**src/rtl/ccff_ctrl_pkg.sv**
```systemverilog
// Shared types and helpers for the configuration-chain loader.
package ccff_ctrl_pkg;

  typedef enum logic [1:0] {
    IDLE  = 2'd0,
    SHIFT = 2'd1,
    DONE  = 2'd2
  } ccff_ld_state_t;

  // Number of bitstream words needed to cover the chain (ceiling division).
  function automatic int ccff_num_words(input int chain_len, input int word_w);
    return (chain_len + word_w - 1) / word_w;
  endfunction

endpackage

```
**src/rtl/ccff_word_buffer.sv**
```systemverilog
// One-entry holding buffer between the bitstream stream and the shift register.
module ccff_word_buffer #(
  parameter int WORD_W = 8
) (
  input  logic              clk,
  input  logic              rst_n,
  input  logic              clear,
  input  logic              enable,
  input  logic [WORD_W-1:0] in_data,
  input  logic              in_valid,
  output logic              ready,
  output logic              accepted,
  input  logic              pop,
  output logic [WORD_W-1:0] out_data,
  output logic              out_vld
);

  logic              vld;
  logic [WORD_W-1:0] data;

  assign ready    = enable && !vld;
  assign accepted = in_valid && ready;
  assign out_data = data;
  assign out_vld  = vld;

  always_ff @(posedge clk or negedge rst_n) begin
    if (!rst_n) begin
      vld <= 1'b0;
    end else if (clear) begin
      vld <= 1'b0;
    end else if (accepted) begin
      vld <= 1'b1;
    end else if (pop) begin
      vld <= 1'b0;
    end
  end

  // NOTE: the payload register needs no reset; it is only read while vld is set.
  always_ff @(posedge clk) begin
    if (accepted) begin
      data <= in_data;
    end
  end

endmodule

```
**src/rtl/ccff_bitstream_loader.sv**
```systemverilog
// Serialises bitstream words MSB-first onto a tile configuration chain.
module ccff_bitstream_loader
  import ccff_ctrl_pkg::*;
#(
  parameter  int WORD_W    = 8,
  parameter  int CHAIN_LEN = 20,
  localparam int CNT_W     = $clog2(CHAIN_LEN + 1)
) (
  input  logic              prog_clk,
  input  logic              prog_reset_n,
  input  logic              start,
  input  logic [WORD_W-1:0] bs_data,
  input  logic              bs_valid,
  output logic              bs_ready,
  output logic              ccff_head,
  output logic              ccff_shift_en,
  output logic              busy,
  output logic              done,
  output logic [CNT_W-1:0]  bits_left
);

  localparam int NUM_WORDS = ccff_num_words(CHAIN_LEN, WORD_W);
  localparam int WC_W      = $clog2(NUM_WORDS + 1);
  localparam int SC_W      = $clog2(WORD_W + 1);

  ccff_ld_state_t    state;
  logic [WORD_W-1:0] sreg;
  logic [SC_W-1:0]   sreg_cnt;
  logic [WC_W-1:0]   words_taken;
  logic [CNT_W-1:0]  bits_left_q;
  logic              busy_q;
  logic              done_q;

  logic              hold_vld;
  logic [WORD_W-1:0] hold_data;
  logic              accepted;
  logic              buf_enable;
  logic              buf_clear;
  logic              shifting;
  logic              refill;

  // Word counter closes the stream once the chain's worth of words is taken.
  assign buf_enable = busy_q && (words_taken != WC_W'(NUM_WORDS));
  assign buf_clear  = ((state == IDLE) && start) || (state == DONE);
  assign shifting   = (state == SHIFT) && (sreg_cnt != '0);
  assign refill     = (state == SHIFT) && hold_vld &&
                      ((sreg_cnt == '0) || ((sreg_cnt == SC_W'(1)) && shifting));

  ccff_word_buffer #(
    .WORD_W(WORD_W)
  ) u_hold (
    .clk      (prog_clk),
    .rst_n    (prog_reset_n),
    .clear    (buf_clear),
    .enable   (buf_enable),
    .in_data  (bs_data),
    .in_valid (bs_valid),
    .ready    (bs_ready),
    .accepted (accepted),
    .pop      (refill),
    .out_data (hold_data),
    .out_vld  (hold_vld)
  );

  assign ccff_head     = sreg[WORD_W-1];
  assign ccff_shift_en = shifting;
  assign busy          = busy_q;
  assign done          = done_q;
  assign bits_left     = bits_left_q;

  // NOTE: all state updates use non-blocking assignments so every register
  // samples pre-edge values, independent of statement order.
  always_ff @(posedge prog_clk or negedge prog_reset_n) begin
    if (!prog_reset_n) begin
      state       <= IDLE;
      sreg        <= '0;
      sreg_cnt    <= '0;
      words_taken <= '0;
      bits_left_q <= '0;
      busy_q      <= 1'b0;
      done_q      <= 1'b0;
    end else begin
      case (state)
        IDLE: begin
          done_q <= 1'b0;
          if (start) begin
            state       <= SHIFT;
            busy_q      <= 1'b1;
            bits_left_q <= CNT_W'(CHAIN_LEN);
            sreg        <= '0;
            sreg_cnt    <= '0;
            words_taken <= '0;
          end
        end

        SHIFT: begin
          if (accepted) begin
            words_taken <= words_taken + WC_W'(1);
          end
          // A refill on the last valid bit replaces the shift, keeping the stream gap-free.
          if (refill) begin
            sreg     <= hold_data;
            sreg_cnt <= SC_W'(WORD_W);
          end else if (shifting) begin
            sreg     <= {sreg[WORD_W-2:0], 1'b0};
            sreg_cnt <= sreg_cnt - SC_W'(1);
          end
          if (shifting) begin
            bits_left_q <= bits_left_q - CNT_W'(1);
            if (bits_left_q == CNT_W'(1)) begin
              state  <= DONE;
              done_q <= 1'b1;
            end
          end
        end

        DONE: begin
          // Residual bits of a partial final word are dropped here.
          state    <= IDLE;
          done_q   <= 1'b0;
          busy_q   <= 1'b0;
          sreg     <= '0;
          sreg_cnt <= '0;
        end

        default: begin
          state  <= IDLE;
          busy_q <= 1'b0;
          done_q <= 1'b0;
        end
      endcase
    end
  end

endmodule

```
**config.mk**
```make
export PLATFORM = sky130hd
export DESIGN_NAME = ccff_bitstream_loader
export DESIGN_NICKNAME = d
export VERILOG_FILES = /design/src/rtl/ccff_ctrl_pkg.sv /design/src/rtl/ccff_word_buffer.sv /design/src/rtl/ccff_bitstream_loader.sv
export SDC_FILE = /design/constraint.sdc
export NUM_CORES = 1
export LEC_CHECK = 0
export CAP_MARGIN = 20
export CORE_UTILIZATION = 50
export CTS_CLUSTER_SIZE = 24
export DETAILED_ROUTE_END_ITERATION = 10
export PLACE_DENSITY = 0.74
export SYNTH_ARGS = -nofsm -noshare
export SYNTH_HDL_FRONTEND = slang
export SYNTH_HIERARCHICAL = 1
export SYNTH_SLANG_ARGS = --single-unit
```
**constraint.sdc**
```tcl
create_clock -name prog_clk -period 2.3 [get_ports prog_clk]
set_clock_uncertainty 0.1 [all_clocks]
set_input_delay 0.46 -clock prog_clk [delete_from_list [all_inputs] [get_ports prog_clk]]
set_output_delay 0.46 -clock prog_clk [all_outputs]
set_load 0.02 [all_outputs]
```
==> results.py <==
metrics = {
    "clock_network": {
        "cts_buffers": 5,
        "path_clk_slew_ns": 0.10,
        "cts-root-buf": "clkbuf_4",
        "clock-sinks": 32,
        "max-clock-path-buffers": 2,
        "cts_tree": "done",
        "postCtsHoldBufs": 0,
        "h-tree-depth": 2,
        "worstSkewPairLatency_ns": 0.33,
    },
    "timing": {
        "tightest_slew_ns": 0.506,
        "hold_violations": 0,
        "clock.fmax_mhz": 450,
        "maxSlewViolCount": 0,
        "min_period_ns": 2.22,
        "fin_crit_sh_pct": 96.5,
        "rsz0062_at_grt": "no",
        "finalSetupViolations": 0,
        "setup-tns-final_ns": 0,
        "relSlewSlack_pct": 65.8,
    },
    "route": {
        "viasPerCell": 5.76,
        "drc": 0,
        "dr.first_iter.drc_count": 40,
        "top_layer_used": "met4",
        "antenna_left": 0,
        "wl_met3_um": 162,
        "route.met2.wl_mm": 1.52,
        "wirelength_mm": 3.16,
        "vias": 1176,
        "drt-pass1-iter-count": 4,
        "wl_met1_mm": 1.43,
        "routedWlPerCell_um": 15.5,
    },
    "floorplanning": {
        "coreArea_mm2": 0.00288,
        "die_x_um": 58.1,
        "io_pins": 22,
        "rows": 19,
        "die_area_mm2": 0.00338,
        "die_h_um": 58.1,
        "start_util_pct": 54.7,
    },
    "power": {
        "swShare_pct": 38.6,
        "p_int_w": 0.00168,
        "clkPwrFrac_pct": 15.5,
        "seq_power_share_pct": 35.1,
        "power_density_mw_per_mm2": 1380,
        "p_switching_w": 0.00106,
        "peakVddDrop_uv": 711,
        "p_leak_nw": 0.863,
        "combinationalPowerShare_pct": 49.4,
    },
    "placed_design": {
        "gp_congestion": 0.745,
        "portBuffers": 21,
        "placed_area_mm2": 0.00188,
        "dp_hpwl_mm": 2.24,
    },
    "synth": {
        "synth_area_per_cell_um2": 12.4,
        "synth_edf_count": 8,
        "synthTopCellsByArea": "dfrtp_1 38%, edfxtp_1 15%, o2111a_1 5.0%",
        "ys_seq_area_share_pct": 53.4,
        "ys.flop_type": "dfrtp_1",
        "syn-num-nets": 145,
        "synth_top_area_share_pct": 38.2,
        "yosysTopAreaCell": "dfrtp_1",
        "synth_async_sr_flop_share_pct": 75.0,
        "synthCells": 127,
        "ys_ff_latch": 32,
        "synth.most_common_cell": "dfrtp_1",
        "syn-cell-area_mm2": 0.00157,
        "yosys_warnings": 6,
        "synth_cell_type_count": 42,
        "synth_commonest_cells": "24 x dfrtp_1, 11 x inv_1, 8 x edfxtp_1",
    },
    "worst_setup_path": {
        "path_cells": "inv_2 > ha_2 > nor3b_4 > nor2_1 > clkdlybuf4s15_1",
        "path_class": "reg -> out",
        "cpPeakStageDelay_ns": 0.42,
        "critPathArrivalTime_ns": 1.66,
        "cp-start-kind": "flip-flop",
        "end_kind": "output port",
        "cpMaxStageDelayCell": "dfrtp_1",
        "cp.required_ns": 1.74,
        "path_max_fanout": 4,
    },
    "grt": {
        "grt_max_degree": 25,
        "grt_first_pass_wirelength_mm": 5.24,
        "grt.total_usage_pct": 21.0,
        "antenna_found_initial": 0,
        "gr-total-overflow": 0,
        "grt_pass1_vias": 1118,
    },
    "finish": {
        "postLayoutCoreUtil_pct": 68.8,
        "fin_area_mm2": 0.00198,
        "area_growth_pct": 25.7,
        "layout.nets": 179,
        "diodes": 0,
        "drive_gt1_share_pct": 18.5,
        "fill_cells": 224,
    },
    "flow_run": {
        "maxCapViolations": 0,
    },
    "hold_path": {
        "hold_path.class": "in -> async",
    },
    "outcome": {
        "status": "complete, no violations",
    },
}
[critical path: cells and delay by family (launching register included)]
| kind | cells | cell delay (ns) |
|---|---|---|
| and+or+nand+nor | 2 | 0.30 |
| adders and majority gates | 1 | 0.22 |
| DFF | 1 | 0.42 |
| buffers and inverters | 2 | 0.39 |
[repair_timing]
item / 4_1_cts / 5_1_grt
setup endpoints to repair: 2 / 1
buffers inserted: 0 / 0
endpoints found under the hold margin: 0 / 0
resized for setup: 4 / 3
[layout make-up]
class | instances | area, um2 | share of cell area (%)
sequential | 32 | 841 | 42.5
multi-input combinational | 78 | 671 | 33.9
timing repair buffer | 33 | 297 | 15.0
tap | 42 | 52.6 | 2.66
clock inverter | 2 | 35.0 | 1.77
clock buffer | 6 | 41.3 | 2.09
inverter | 11 | 41.3 | 2.09
[final timing paths]
check | start | endpoint | slack, ns | cells after the start
min in group prog_clk | u_hold/out_data[7]$_DFFE_PP_ | sreg[7]$_DFFE_PN0P_ | 0.39 | 1
setup / recovery | sreg_cnt[0]$_DFFE_PN0P_ | ccff_shift_en | 0.08 | 5
hold reg to reg | u_hold/out_data[7]$_DFFE_PP_ | sreg[7]$_DFFE_PN0P_ | 0.39 | 1
setup reg to reg | sreg_cnt[0]$_DFFE_PN0P_ | sreg_cnt[0]$_DFFE_PN0P_ | 0.24 | 5
hold / removal | prog_reset_n | done$_DFFE_PN0P_ | 0.36 | 2
max in group asynchronous | prog_reset_n | words_taken[0]$_DFFE_PN0P_ | 1.50 | 2
[logic make-up (layout without fill, tap and decap cells)]
family	after synthesis	after routing	synth area share, %
fa+ha+maj	6	6	4.77
buf+inv	17	52	4.85
simple gates	32	32	13.9
flops	32	32	53.4
compound gates	34	34	19.2
mux	6	6	3.82
[placed cells by master, fill, tap and decap left out, types with 3 or more instances in the layout]
| master | Yosys | layout |
|---|---|---|
| dfrtp_1 | 24 | 24 |
| clkdlybuf4s50_1 | 0 | 19 |
| buf_4 | 0 | 11 |
| inv_1 | 11 | 10 |
| edfxtp_1 | 8 | 8 |
| o2111a_1 | 7 | 7 |
| a221o_1 | 7 | 7 |
| mux2i_1 | 6 | 6 |
| ha_1 | 6 | 5 |
| clkbuf_4 | 0 | 5 |
| nor3_1 | 4 | 4 |
| nand2b_1 | 3 | 3 |
| nor2_1 | 3 | 3 |
| nor2b_1 | 3 | 3 |
| or3_1 | 3 | 3 |
| o21ai_0 | 3 | 3 |
| a22o_1 | 3 | 3 |
| nand2_1 | 3 | 3 |
| o211ai_1 | 3 | 3 |
[sequential cells by signal, summed over array words and instances, names as in the netlist]
| signal | cells |
|---|---|
| u_hold/out_vld | 1 |
| sreg | 8 |
| state | 2 |
| words_taken | 2 |
| sreg_cnt | 4 |
| u_hold/out_data | 8 |
| busy | 1 |
| bits_left | 5 |
| done | 1 |
[stage by stage]
stage | cells | hold slack [ns] | setup WS [ns] | power, W
3_5_place_dp | 195 | 0.367 | 0.0665 | 0.00230
4_1_cts | 203 | 0.369 | 0.0103 | 0.00272
3_3_place_gp | 195 | 0.367 | 0.128 | 0.00223
2_1_floorplan | 127 | 0.0644 | 0.337 | 0.00181
6_report | 204 | 0.364 | 0.0801 | 0.00274
5_1_grt | 204 | 0.381 | 0.00766 | 0.00292
[per-layer routing]
layer | vias to the layer above | global-route usage, %
met4 | 0 | 6.80
met5 | - | 0
li1 | 557 | -
met2 | 32 | 33.0
met3 | 5 | 7.14
met1 | 582 | 27.5
[power groups by stage]
stage / clock [W] / sequential, W / combinational [W]
floorplan: 0 / 0.00100 / 0.000805
global placement: 0 / 0.000950 / 0.00128
detailed placement: 0 / 0.000967 / 0.00133
CTS: 0.000431 / 0.000956 / 0.00133
global route: 0.000454 / 0.000985 / 0.00148
finish: 0.000424 / 0.000960 / 0.00135
(Power assumes the default switching activity.)
